`config.mk`:
```
export PLATFORM = sky130hd
export DESIGN_NAME = pc_unit
export DESIGN_NICKNAME = d
export VERILOG_FILES = /design/src/rtl/cpu_pkg.sv /design/src/rtl/pc_next_sel.sv /design/src/rtl/pc_unit.sv
export SDC_FILE = /design/constraint.sdc
export NUM_CORES = 1
export LEC_CHECK = 0
export ABC_AREA = 1
export BUFFER_PORTS_ARGS = -buffer_cell sky130_fd_sc_hd__buf_2
export CORE_ASPECT_RATIO = 2
export CORE_UTILIZATION = 46
export CTS_CLUSTER_DIAMETER = 100
export DETAILED_ROUTE_END_ITERATION = 10
export PLACE_DENSITY = 0.83
export SLEW_MARGIN = 25
export SYNTH_ARGS = -nofsm -noshare
export SYNTH_HDL_FRONTEND = slang
export SYNTH_SLANG_ARGS = --single-unit
export TNS_END_PERCENT = 20
```
`constraint.sdc`:
```
create_clock -name clk -period 1.9 [get_ports clk]
set_input_delay 0.19 -clock clk [delete_from_list [all_inputs] [get_ports clk]]
set_output_delay 0.19 -clock clk [all_outputs]
set_load 0.02 [all_outputs]
```
`src/rtl/cpu_pkg.sv`:
```
// Shared encodings and defaults for the multi-cycle MIPS datapath control.
package cpu_pkg;

    localparam int unsigned XLEN    = 32;
    localparam int unsigned JIDX_W  = 26;
    localparam int unsigned PCSRC_W = 2;

    localparam logic [XLEN-1:0] DEF_RESET_VECTOR = 32'h0000_0000;
    localparam logic [XLEN-1:0] DEF_EXC_VECTOR   = 32'h8000_0180;

    typedef enum logic [PCSRC_W-1:0] {
        PCSRC_ALU    = 2'd0,
        PCSRC_ALUOUT = 2'd1,
        PCSRC_JUMP   = 2'd2,
        PCSRC_EXC    = 2'd3
    } pc_src_e;

    typedef enum logic {
        RUN   = 1'b0,
        FAULT = 1'b1
    } pc_state_e;

endpackage

```
`src/rtl/pc_next_sel.sv`:
```
// Combinational next-PC source mux with jump-target formation.
module pc_next_sel
    import cpu_pkg::*;
#(
    parameter int unsigned     WIDTH      = 32,
    parameter logic [WIDTH-1:0] EXC_VECTOR = WIDTH'(DEF_EXC_VECTOR)
) (
    input  logic [PCSRC_W-1:0] i_pc_source,
    input  logic [WIDTH-1:0]   i_alu_result,
    input  logic [WIDTH-1:0]   i_alu_out,
    input  logic [WIDTH-29:0]  i_pc_hi,
    input  logic [JIDX_W-1:0]  i_jump_index,
    output logic [WIDTH-1:0]   o_next_pc
);

    logic [WIDTH-1:0] w_jump_target;

    // Jump keeps the current PC region and word-aligns the index.
    assign w_jump_target = {i_pc_hi, i_jump_index, 2'b00};

    always_comb begin
        o_next_pc = i_alu_result;
        case (pc_src_e'(i_pc_source))
            PCSRC_ALU:    o_next_pc = i_alu_result;
            PCSRC_ALUOUT: o_next_pc = i_alu_out;
            PCSRC_JUMP:   o_next_pc = w_jump_target;
            PCSRC_EXC:    o_next_pc = EXC_VECTOR;
            default:      o_next_pc = i_alu_result;
        endcase
    end

endmodule

```
`src/rtl/pc_unit.sv`:
```
// Program-counter register with branch/jump/exception redirect and a
// misaligned-fetch fault FSM capturing EPC and BadAddr.
module pc_unit
    import cpu_pkg::*;
#(
    parameter int unsigned      WIDTH        = 32,
    parameter logic [WIDTH-1:0] RESET_VECTOR = WIDTH'(DEF_RESET_VECTOR),
    parameter logic [WIDTH-1:0] EXC_VECTOR   = WIDTH'(DEF_EXC_VECTOR),
    parameter int unsigned      ALIGN_BITS   = 2
) (
    input  logic                clk,
    input  logic                reset,
    input  logic [PCSRC_W-1:0]  PC_Source,
    input  logic [WIDTH-1:0]    ALUResult,
    input  logic [WIDTH-1:0]    ALUOut,
    input  logic [JIDX_W-1:0]   JumpIndex,
    input  logic                PCWrite,
    input  logic                PCWriteCond,
    input  logic                BranchNe,
    input  logic                Zero,
    input  logic                Exception,
    input  logic                ClearErr,
    output logic [WIDTH-1:0]    NextPC,
    output logic [WIDTH-1:0]    PC,
    output logic [WIDTH-1:0]    EPC,
    output logic [WIDTH-1:0]    BadAddr,
    output logic                AddrErr
);

    pc_state_e        r_state, w_state_nxt;
    logic [WIDTH-1:0] r_pc, w_pc_nxt;
    logic [WIDTH-1:0] r_epc, w_epc_nxt;
    logic [WIDTH-1:0] r_bad, w_bad_nxt;
    logic [WIDTH-1:0] w_sel_pc;
    logic             w_wr;
    logic             w_mis;

    pc_next_sel #(
        .WIDTH      (WIDTH),
        .EXC_VECTOR (EXC_VECTOR)
    ) u_next_sel (
        .i_pc_source  (PC_Source),
        .i_alu_result (ALUResult),
        .i_alu_out    (ALUOut),
        .i_pc_hi      (r_pc[WIDTH-1:28]),
        .i_jump_index (JumpIndex),
        .o_next_pc    (w_sel_pc)
    );

    assign w_wr  = PCWrite | (PCWriteCond & (Zero ^ BranchNe));
    assign w_mis = |w_sel_pc[ALIGN_BITS-1:0];

    always_ff @(posedge clk) begin
        if (reset) begin
            r_state <= RUN;
            r_pc    <= RESET_VECTOR;
            r_epc   <= '0;
            r_bad   <= '0;
        end else begin
            r_state <= w_state_nxt;
            r_pc    <= w_pc_nxt;
            r_epc   <= w_epc_nxt;
            r_bad   <= w_bad_nxt;
        end
    end

    // Exception redirect never checks alignment; a fault freezes PC until cleared.
    always_comb begin
        w_state_nxt = r_state;
        w_pc_nxt    = r_pc;
        w_epc_nxt   = r_epc;
        w_bad_nxt   = r_bad;
        case (r_state)
            RUN: begin
                if (Exception) begin
                    w_pc_nxt  = EXC_VECTOR;
                    w_epc_nxt = r_pc;
                end else if (w_wr && !w_mis) begin
                    w_pc_nxt = w_sel_pc;
                end else if (w_wr && w_mis) begin
                    w_epc_nxt   = r_pc;
                    w_bad_nxt   = w_sel_pc;
                    w_state_nxt = FAULT;
                end
            end
            FAULT: begin
                if (Exception) begin
                    w_pc_nxt    = EXC_VECTOR;
                    w_state_nxt = RUN;
                end else if (ClearErr) begin
                    w_state_nxt = RUN;
                end
            end
            default: w_state_nxt = RUN;
        endcase
    end

    assign NextPC  = w_sel_pc;
    assign PC      = r_pc;
    assign EPC     = r_epc;
    assign BadAddr = r_bad;
    assign AddrErr = (r_state == FAULT);

endmodule

```
==> impl_metrics.env, run 1 <==
export IMPL_syn_to_final_growth_pct=33.77
export IMPL_crit_path_cell_trace="o21ai_0 -> nand2_1 -> a21oi_1 -> inv_1 -> buf_2"
export IMPL_ys_seq_area_frac=0.4372
export IMPL_grt_setup_unrepaired="false"
export IMPL_period_minus_slack_ns=1.622
export IMPL_power_internal_uw=3503
export IMPL_yosys_cell_types_count=21
export IMPL_max_freq_mhz=616.6
export IMPL_switching_share=0.3031
export IMPL_initialDrtViolationCount=216
export IMPL_finalSetupTns_ns=0
export IMPL_worst_hold_path_type="input pin to flop"
export IMPL_layout_drive_gt1_share=0.3136
export IMPL_drt_pre_antenna_iters=5
export IMPL_worst_setup_path_startpoint="PC[31]"
export IMPL_maxSlewHeadroom=0.7324
export IMPL_route_final_wire_length_um=13060
export IMPL_cap_violations=0
export IMPL_grt_max_degree=65
export IMPL_crit_fanout=4
export IMPL_cp_arrival_ns=1.43
export IMPL_outcome="completed"
export IMPL_clock_latency_ns=0.34
export IMPL_power_per_cell_area_mw_per_mm2=845.9
export IMPL_via_count_of_the_first_global_routing_pass=4429
export IMPL_globalRouteOverflowTotal=0
export IMPL_finalWeightedCongestion=0.8768
export IMPL_criticalPathCategory="flop to output port"
export IMPL_power_ir_vdd_worst_uv=614.8
export IMPL_num_nets_final=972
export IMPL_path_buf_inv=2
export IMPL_ant_nets=0
export IMPL_portion_of_total_power_attributed_to_combinational_logic=0.217
export IMPL_clockPowerShare=0.345
export IMPL_wire_per_inst_um=13.31
export IMPL_hold_viol=0
export IMPL_cts_buffers=9
export IMPL_final_max_slew_viol_count=0
export IMPL_cts_repair_resized=0
export IMPL_io_pins=229
export IMPL_synth_cell_area_mm2=0.004442
export IMPL_yosys_register_bits=97
export IMPL_clkSlewWorstSetupHoldPaths_ns=0.06
export IMPL_r2r_start="AddrErr"
export IMPL_remaining_drc_errors=0
export IMPL_finalSetupViolations=0
export IMPL_viasPerCell=4.941
export IMPL_fin_hold_ws_ns=0.1043
export IMPL_ff2ff_path_depth=4
export IMPL_number_of_antenna_violations_at_the_first_check_in_global_routing=0
export IMPL_synthesis_area_per_instance_um2=6.699
export IMPL_start_util=0.4733
export IMPL_clock_tree_from_tritoncts="yes"
export IMPL_power_net_switching_uw=1523
export IMPL_dp_final_hpwl_um=9799
export IMPL_timing_reg2reg_setup_slack_ns=0.48
export IMPL_crit_path_end_kind="output port"
export IMPL_grt_pass1_wl_um=20930
export IMPL_critical_path_depth=5
export IMPL_startpoint_type="flop"
export IMPL_worst_slew_pin_transition_ns=0.4013
export IMPL_rows=50
export IMPL_total_leakage_power_uw=0.003080
export IMPL_holdBufCountCts=0
export IMPL_r2r_end="BadAddr[18]"
export IMPL_floorplan_die_width_um=71.49
export IMPL_endpoint_of_the_worst_setup_timing_path="NextPC[31]"
export IMPL_core_mm2=0.009384
export IMPL_io_buffers=228
export IMPL_final_setup_skew_ns=0.003756
export IMPL_required_ns=1.71
export IMPL_cts_num_sinks=97
export IMPL_ys_warnings_count=0
export IMPL_dr_total_vias=4847
export IMPL_sequentialPowerShare=0.438
export IMPL_dieArea_mm2=0.01008
export IMPL_synthCells=663
export IMPL_critical_path_cell_with_the_highest_stage_delay="sky130_fd_sc_hd__dfxtp_1"
export IMPL_cts_setup_buffers=0
export IMPL_critPathMaxStageDelay_ns=0.37
export IMPL_cts_root_buffer_cell="sky130_fd_sc_hd__clkbuf_16"
export IMPL_chipHeight_um=141.0
export IMPL_insertedDiodeCount=0
export IMPL_path_delay_family="compound AO/OA/AOI/OAI gates"
export IMPL_layout_worst_path_cycle_share=0.8536
export IMPL_gr_usage_all_layers=0.2629
export IMPL_synth_nets=763
export IMPL_cts_max_path_buffers=2
export IMPL_cts_htree_levels=3
cells in the final DEF, fill, tap and decap left out:
| master | n |
|---|---|
| sky130_fd_sc_hd__clkinv_2 | 2 |
| sky130_fd_sc_hd__or2_2 | 2 |
| sky130_fd_sc_hd__inv_2 | 3 |
| sky130_fd_sc_hd__nor2_1 | 77 |
| sky130_fd_sc_hd__clkinv_4 | 1 |
| sky130_fd_sc_hd__nand3_1 | 114 |
| sky130_fd_sc_hd__buf_2 | 228 |
| sky130_fd_sc_hd__dfxtp_1 | 97 |
| sky130_fd_sc_hd__clkbuf_16 | 9 |
| sky130_fd_sc_hd__o211ai_1 | 5 |
| sky130_fd_sc_hd__a21oi_1 | 59 |
| sky130_fd_sc_hd__nand2_2 | 3 |
| sky130_fd_sc_hd__inv_1 | 51 |
| sky130_fd_sc_hd__buf_4 | 10 |
| sky130_fd_sc_hd__nand2_4 | 1 |
| sky130_fd_sc_hd__o21ai_0 | 1 |
| sky130_fd_sc_hd__nand2_1 | 196 |
| sky130_fd_sc_hd__nor3_1 | 2 |
| sky130_fd_sc_hd__clkbuf_8 | 3 |
| sky130_fd_sc_hd__clkinvlp_4 | 1 |
| sky130_fd_sc_hd__nor2_2 | 1 |
| sky130_fd_sc_hd__nand3_2 | 1 |
| sky130_fd_sc_hd__nor2_4 | 5 |
| sky130_fd_sc_hd__buf_12 | 5 |
worst reg2reg max path, stage by stage (launching register included):
cell	delay, ns
sky130_fd_sc_hd__dfxtp_1	0.36
sky130_fd_sc_hd__nor2_4	0.36
sky130_fd_sc_hd__nand2_4	0.32
sky130_fd_sc_hd__nand2_1	0.17
sky130_fd_sc_hd__a21oi_1	0.08
worst min-delay path by stage:
stage,startpoint,end,depth (start not counted)
detailed placement,BadAddr[22],BadAddr[22],2
CTS,ClearErr,AddrErr,4
global placement,BadAddr[14],BadAddr[14],2
global route,ClearErr,AddrErr,4
finish,ClearErr,AddrErr,4
floorplan,ClearErr,AddrErr,3
registers in the layout, summed over array words and instances (netlist names):
| signal | count |
|---|---|
| BadAddr | 32 |
| EPC | 32 |
| PC | 32 |
| AddrErr | 1 |
synth_stat cells, drive strengths merged:
cell type / count / share of area
buf: 29 / 0.042
a21oi: 59 / 0.066
inv: 54 / 0.046
clkbuf: 16 / 0.014
o211ai: 5 / 0.0085
nand2: 200 / 0.17
nor2: 83 / 0.077
nor3: 2 / 0.0023
or2: 2 / 0.0028
o21ai: 1 / 0.0011
nand3: 115 / 0.13
dfxtp: 97 / 0.44
stage by stage:
step	utilization	instances	total power (uW)	instance area, um2	setup WS [ns]
3_5_place_dp	0.6020	965	3337	5649	0.3251
6_report	0.6332	981	5026	5942	0.2782
4_1_cts	0.6332	981	5070	5942	0.2924
5_1_grt	0.6332	981	5265	5942	0.2004
2_1_floorplan	-	663	2942	4442	0.4483
3_3_place_gp	0.6020	965	3320	5649	0.3461
cell families (layout without fill, tap and decap cells):
kind of cell	Yosys count	count (layout)	share of synthesized area
AND/OR/NAND/NOR	402	402	0.3856
buffers and inverters	99	313	0.1011
flip-flops	97	97	0.4372
AO/OA/AOI/OAI	65	65	0.07606
layer usage:
layer / vias to the layer above / wire [um] / track usage
li1: 2521 / - / -
met1: 2119 / 5103 / 0.2951
met2: 183 / 6976 / 0.4797
met3: 24 / 627 / 0.04289
met4: 0 / 354 / 0.1115
met5: - / 0 / 0
area by class of cell:
| type | count | area [um2] |
|---|---|---|
| fill | 924 | 3442 |
| multi-input combinational | 467 | 2058 |
| sequential | 97 | 1942 |
| timing repair buffer | 243 | 1316 |
| clock buffer | 12 | 266.5 |
| inverter | 54 | 202.7 |
| tap | 104 | 130.1 |
| clock inverter | 4 | 26.28 |
power by group through the flow:
stage	Clock [uW]	Combinational [uW]	Sequential [uW]
final	1740	1090	2200
after global placement	0	1080	2250
after CTS	1770	1090	2200
after detailed placement	0	1090	2250
after floorplan	0	576	2370
after global routing	1860	1200	2210
Note: power is estimated with default switching activity, not from simulation.
==> run 2: changes to the inputs <==
- ABC_AREA: 1 -> default
- CORE_UTILIZATION: 46 -> 48
==> run 2 against run 1 <==
  * Combinational power is 4% higher
  * Register-to-register slack worse by 0.28 ns
  * First-iteration DRC count is 110% higher
  * Cell count is 4.9% lower
==> impl_metrics.env, run 2 <==
export IMPL_cts_buffers=9
export IMPL_synth_top_cell_by_area="sky130_fd_sc_hd__dfxtp_1"
export IMPL_yosysMostFrequentCell="sky130_fd_sc_hd__dfxtp_1"
export IMPL_cts_setup_buffers=0
export IMPL_core_mm2=0.01015
export IMPL_num_nets_final=893
export IMPL_layout_worst_path_cycle_share=0.8945
export IMPL_synthCells=605
export IMPL_ff2ff_path_depth=5
export IMPL_ys_seq_area_frac=0.3844
export IMPL_dp_final_hpwl_um=11690
export IMPL_final_setup_skew_ns=0.005812
export IMPL_globalRouteOverflowTotal=0
export IMPL_postSynth_topFlopCell="sky130_fd_sc_hd__dfxtp_1"
export IMPL_cts_repair_resized=0
export IMPL_holdBufCountCts=0
export IMPL_rows=52
export IMPL_path_delay_family="simple AND/OR/NAND/NOR gates"
export IMPL_hold_viol=0
export IMPL_finalSetupViolations=0
export IMPL_layout_cells_most_common="sky130_fd_sc_hd__buf_2"
export IMPL_final_max_slew_viol_count=0
export IMPL_crit_path_cell_trace="nor2b_1 -> a31o_2 -> buf_4 -> a21oi_1 -> nor3_1"
export IMPL_final_util=0.6554
export IMPL_timing_reg2reg_setup_slack_ns=0.20
export IMPL_cap_violations=0
export IMPL_ys_top_cells_by_count="sky130_fd_sc_hd__dfxtp_1 (97), sky130_fd_sc_hd__nand2_1 (92), sky130_fd_sc_hd__nor3_1 (55), sky130_fd_sc_hd__clkbuf_1 (48), sky130_fd_sc_hd__o21ai_0 (35)"
export IMPL_grt_setup_unrepaired="false"
export IMPL_synth_nets=705
export IMPL_viasPerCell=6.045
export IMPL_syn_to_final_growth_pct=31.71
export IMPL_io_pins=229
export IMPL_wire_per_inst_um=17.44
export IMPL_startpoint_type="flop"
export IMPL_power_ir_vdd_worst_uv=526.0
export IMPL_layout_drive_gt1_share=0.3509
export IMPL_grt_pass1_wl_um=26430
export IMPL_critical_path_depth=5
export IMPL_ant_nets=0
export IMPL_cp_arrival_ns=1.94
export IMPL_yosys_cell_types_count=38
export IMPL_synth_top_area_frac=0.3844
export IMPL_dieArea_mm2=0.01096
export IMPL_min_delay_path_depth=3
export IMPL_drt_pre_antenna_iters=5
export IMPL_synth_area_top_cells="sky130_fd_sc_hd__dfxtp_1 (38%), sky130_fd_sc_hd__nand2_1 (6.8%), sky130_fd_sc_hd__mux2i_1 (5.7%), sky130_fd_sc_hd__a32oi_1 (5.5%), sky130_fd_sc_hd__nor3_1 (5.4%)"
export IMPL_worst_slew_pin_transition_ns=0.4531
export IMPL_synth_cell_area_mm2=0.005051
export IMPL_dr_total_vias=5640
export IMPL_outcome="completed"
export IMPL_chipHeight_um=147.1
export IMPL_num_fill_cells=883
export IMPL_clock_latency_ns=0.34
export IMPL_maxSlewHeadroom=0.6979
export IMPL_insertedDiodeCount=0
export IMPL_clkSlewWorstSetupHoldPaths_ns=0.06
export IMPL_grt_max_degree=65
export IMPL_floorplan_die_width_um=74.54
export IMPL_io_buffers=228
export IMPL_critPathMaxStageDelay_ns=0.37
export IMPL_cts_htree_levels=3
export IMPL_ys_warnings_count=0
export IMPL_number_of_enable_flip_flop_cells_after_synthesis=0
export IMPL_initialDrtViolationCount=460
export IMPL_cts_num_sinks=97
export IMPL_path_buf_inv=1
export IMPL_cts_root_buffer_cell="sky130_fd_sc_hd__clkbuf_16"
export IMPL_synthesis_area_per_instance_um2=8.349
export IMPL_finalWeightedCongestion=0.8710
export IMPL_remaining_drc_errors=0
export IMPL_number_of_antenna_violations_at_the_first_check_in_global_routing=0
export IMPL_power_per_cell_area_mw_per_mm2=766.9
export IMPL_yosys_register_bits=97
export IMPL_required_ns=2.14
export IMPL_finalSetupTns_ns=0
export IMPL_worst_hold_path_type="input pin to flop"
export IMPL_total_leakage_power_uw=0.002771
export IMPL_critical_path_cell_with_the_highest_stage_delay="sky130_fd_sc_hd__dfxtp_1"
export IMPL_crit_fanout=30
export IMPL_crit_path_end_kind="flop"
export IMPL_mostFrequentLayoutCells="sky130_fd_sc_hd__buf_2 (228), sky130_fd_sc_hd__dfxtp_1 (97), sky130_fd_sc_hd__nand2_1 (92), sky130_fd_sc_hd__nor3_1 (54), sky130_fd_sc_hd__o21ai_0 (35)"
export IMPL_via_count_of_the_first_global_routing_pass=5453
export IMPL_clock_tree_from_tritoncts="yes"
export IMPL_start_util=0.4977
export IMPL_gr_usage_all_layers=0.3064
export IMPL_criticalPathCategory="flop to flop"
export IMPL_route_final_wire_length_um=16270
export IMPL_cts_max_path_buffers=2
export IMPL_period_minus_slack_ns=1.700
export IMPL_max_freq_mhz=588.4
export IMPL_async_reset_ff_frac=0
## run 2: metal layers
layer	wire length, um	up-vias	global-route usage
li1	-	2665	-
met1	6341	2642	0.3757
met4	640	0	0.1679
met2	8471	283	0.4973
met3	814	50	0.04870
met5	0	-	0
## run 2: layout make-up
type                            count  area (um2)  area share
Clock buffer                       12       236.5     0.03555
Timing Repair Buffer              253        1454      0.2185
Inverter                            3       11.26    0.001693
Tap cell                          135       168.9     0.02539
Clock inverter                      4       53.80    0.008087
Sequential cell                    97        1942      0.2919
Multi-Input combinational cell    429        2786      0.4188
## run 2: logic make-up after synthesis
group,count (synthesis),share of synthesized area
AO/OA/AOI/OAI,194,0.2787
XOR/XNOR,1,0.001734
buffers and inverters,79,0.07208
flip-flops,97,0.3844
multiplexers,32,0.06416
AND/OR/NAND/NOR,202,0.1989
## run 2: power by group
part / switching [uW] / total [uW] / internal (uW)
clock: 768 / 1790 / 1020
sequential: 63.2 / 2180 / 2120
combinational: 729 / 1130 / 401
total: 1560 / 5100 / 3540
## run 2: final timing paths
check,start,to
max reg2reg,AddrErr,BadAddr[25]
max,AddrErr,BadAddr[25]
min,ClearErr,AddrErr
min reg2reg,BadAddr[1],BadAddr[1]
## run 2: stage by stage
step	std cells	hold WS (ns)	setup WS (ns)	instance area, um2	power [uW]
final	933	0.1991	0.2005	6653	5102
after global routing	933	0.2184	0.1173	6653	5307
after CTS	933	0.1869	0.2177	6653	5136
after detailed placement	917	0.4730	0.1463	6362	3340
after global placement	917	0.4638	0.1777	6362	3301
after floorplan	605	0.3672	0.2744	5051	2905
## run 2: worst min-delay path, cell delays in order
cell	delay [ns]
sky130_fd_sc_hd__buf_2	0.08
sky130_fd_sc_hd__o22ai_1	0.07
sky130_fd_sc_hd__and2_1	0.15
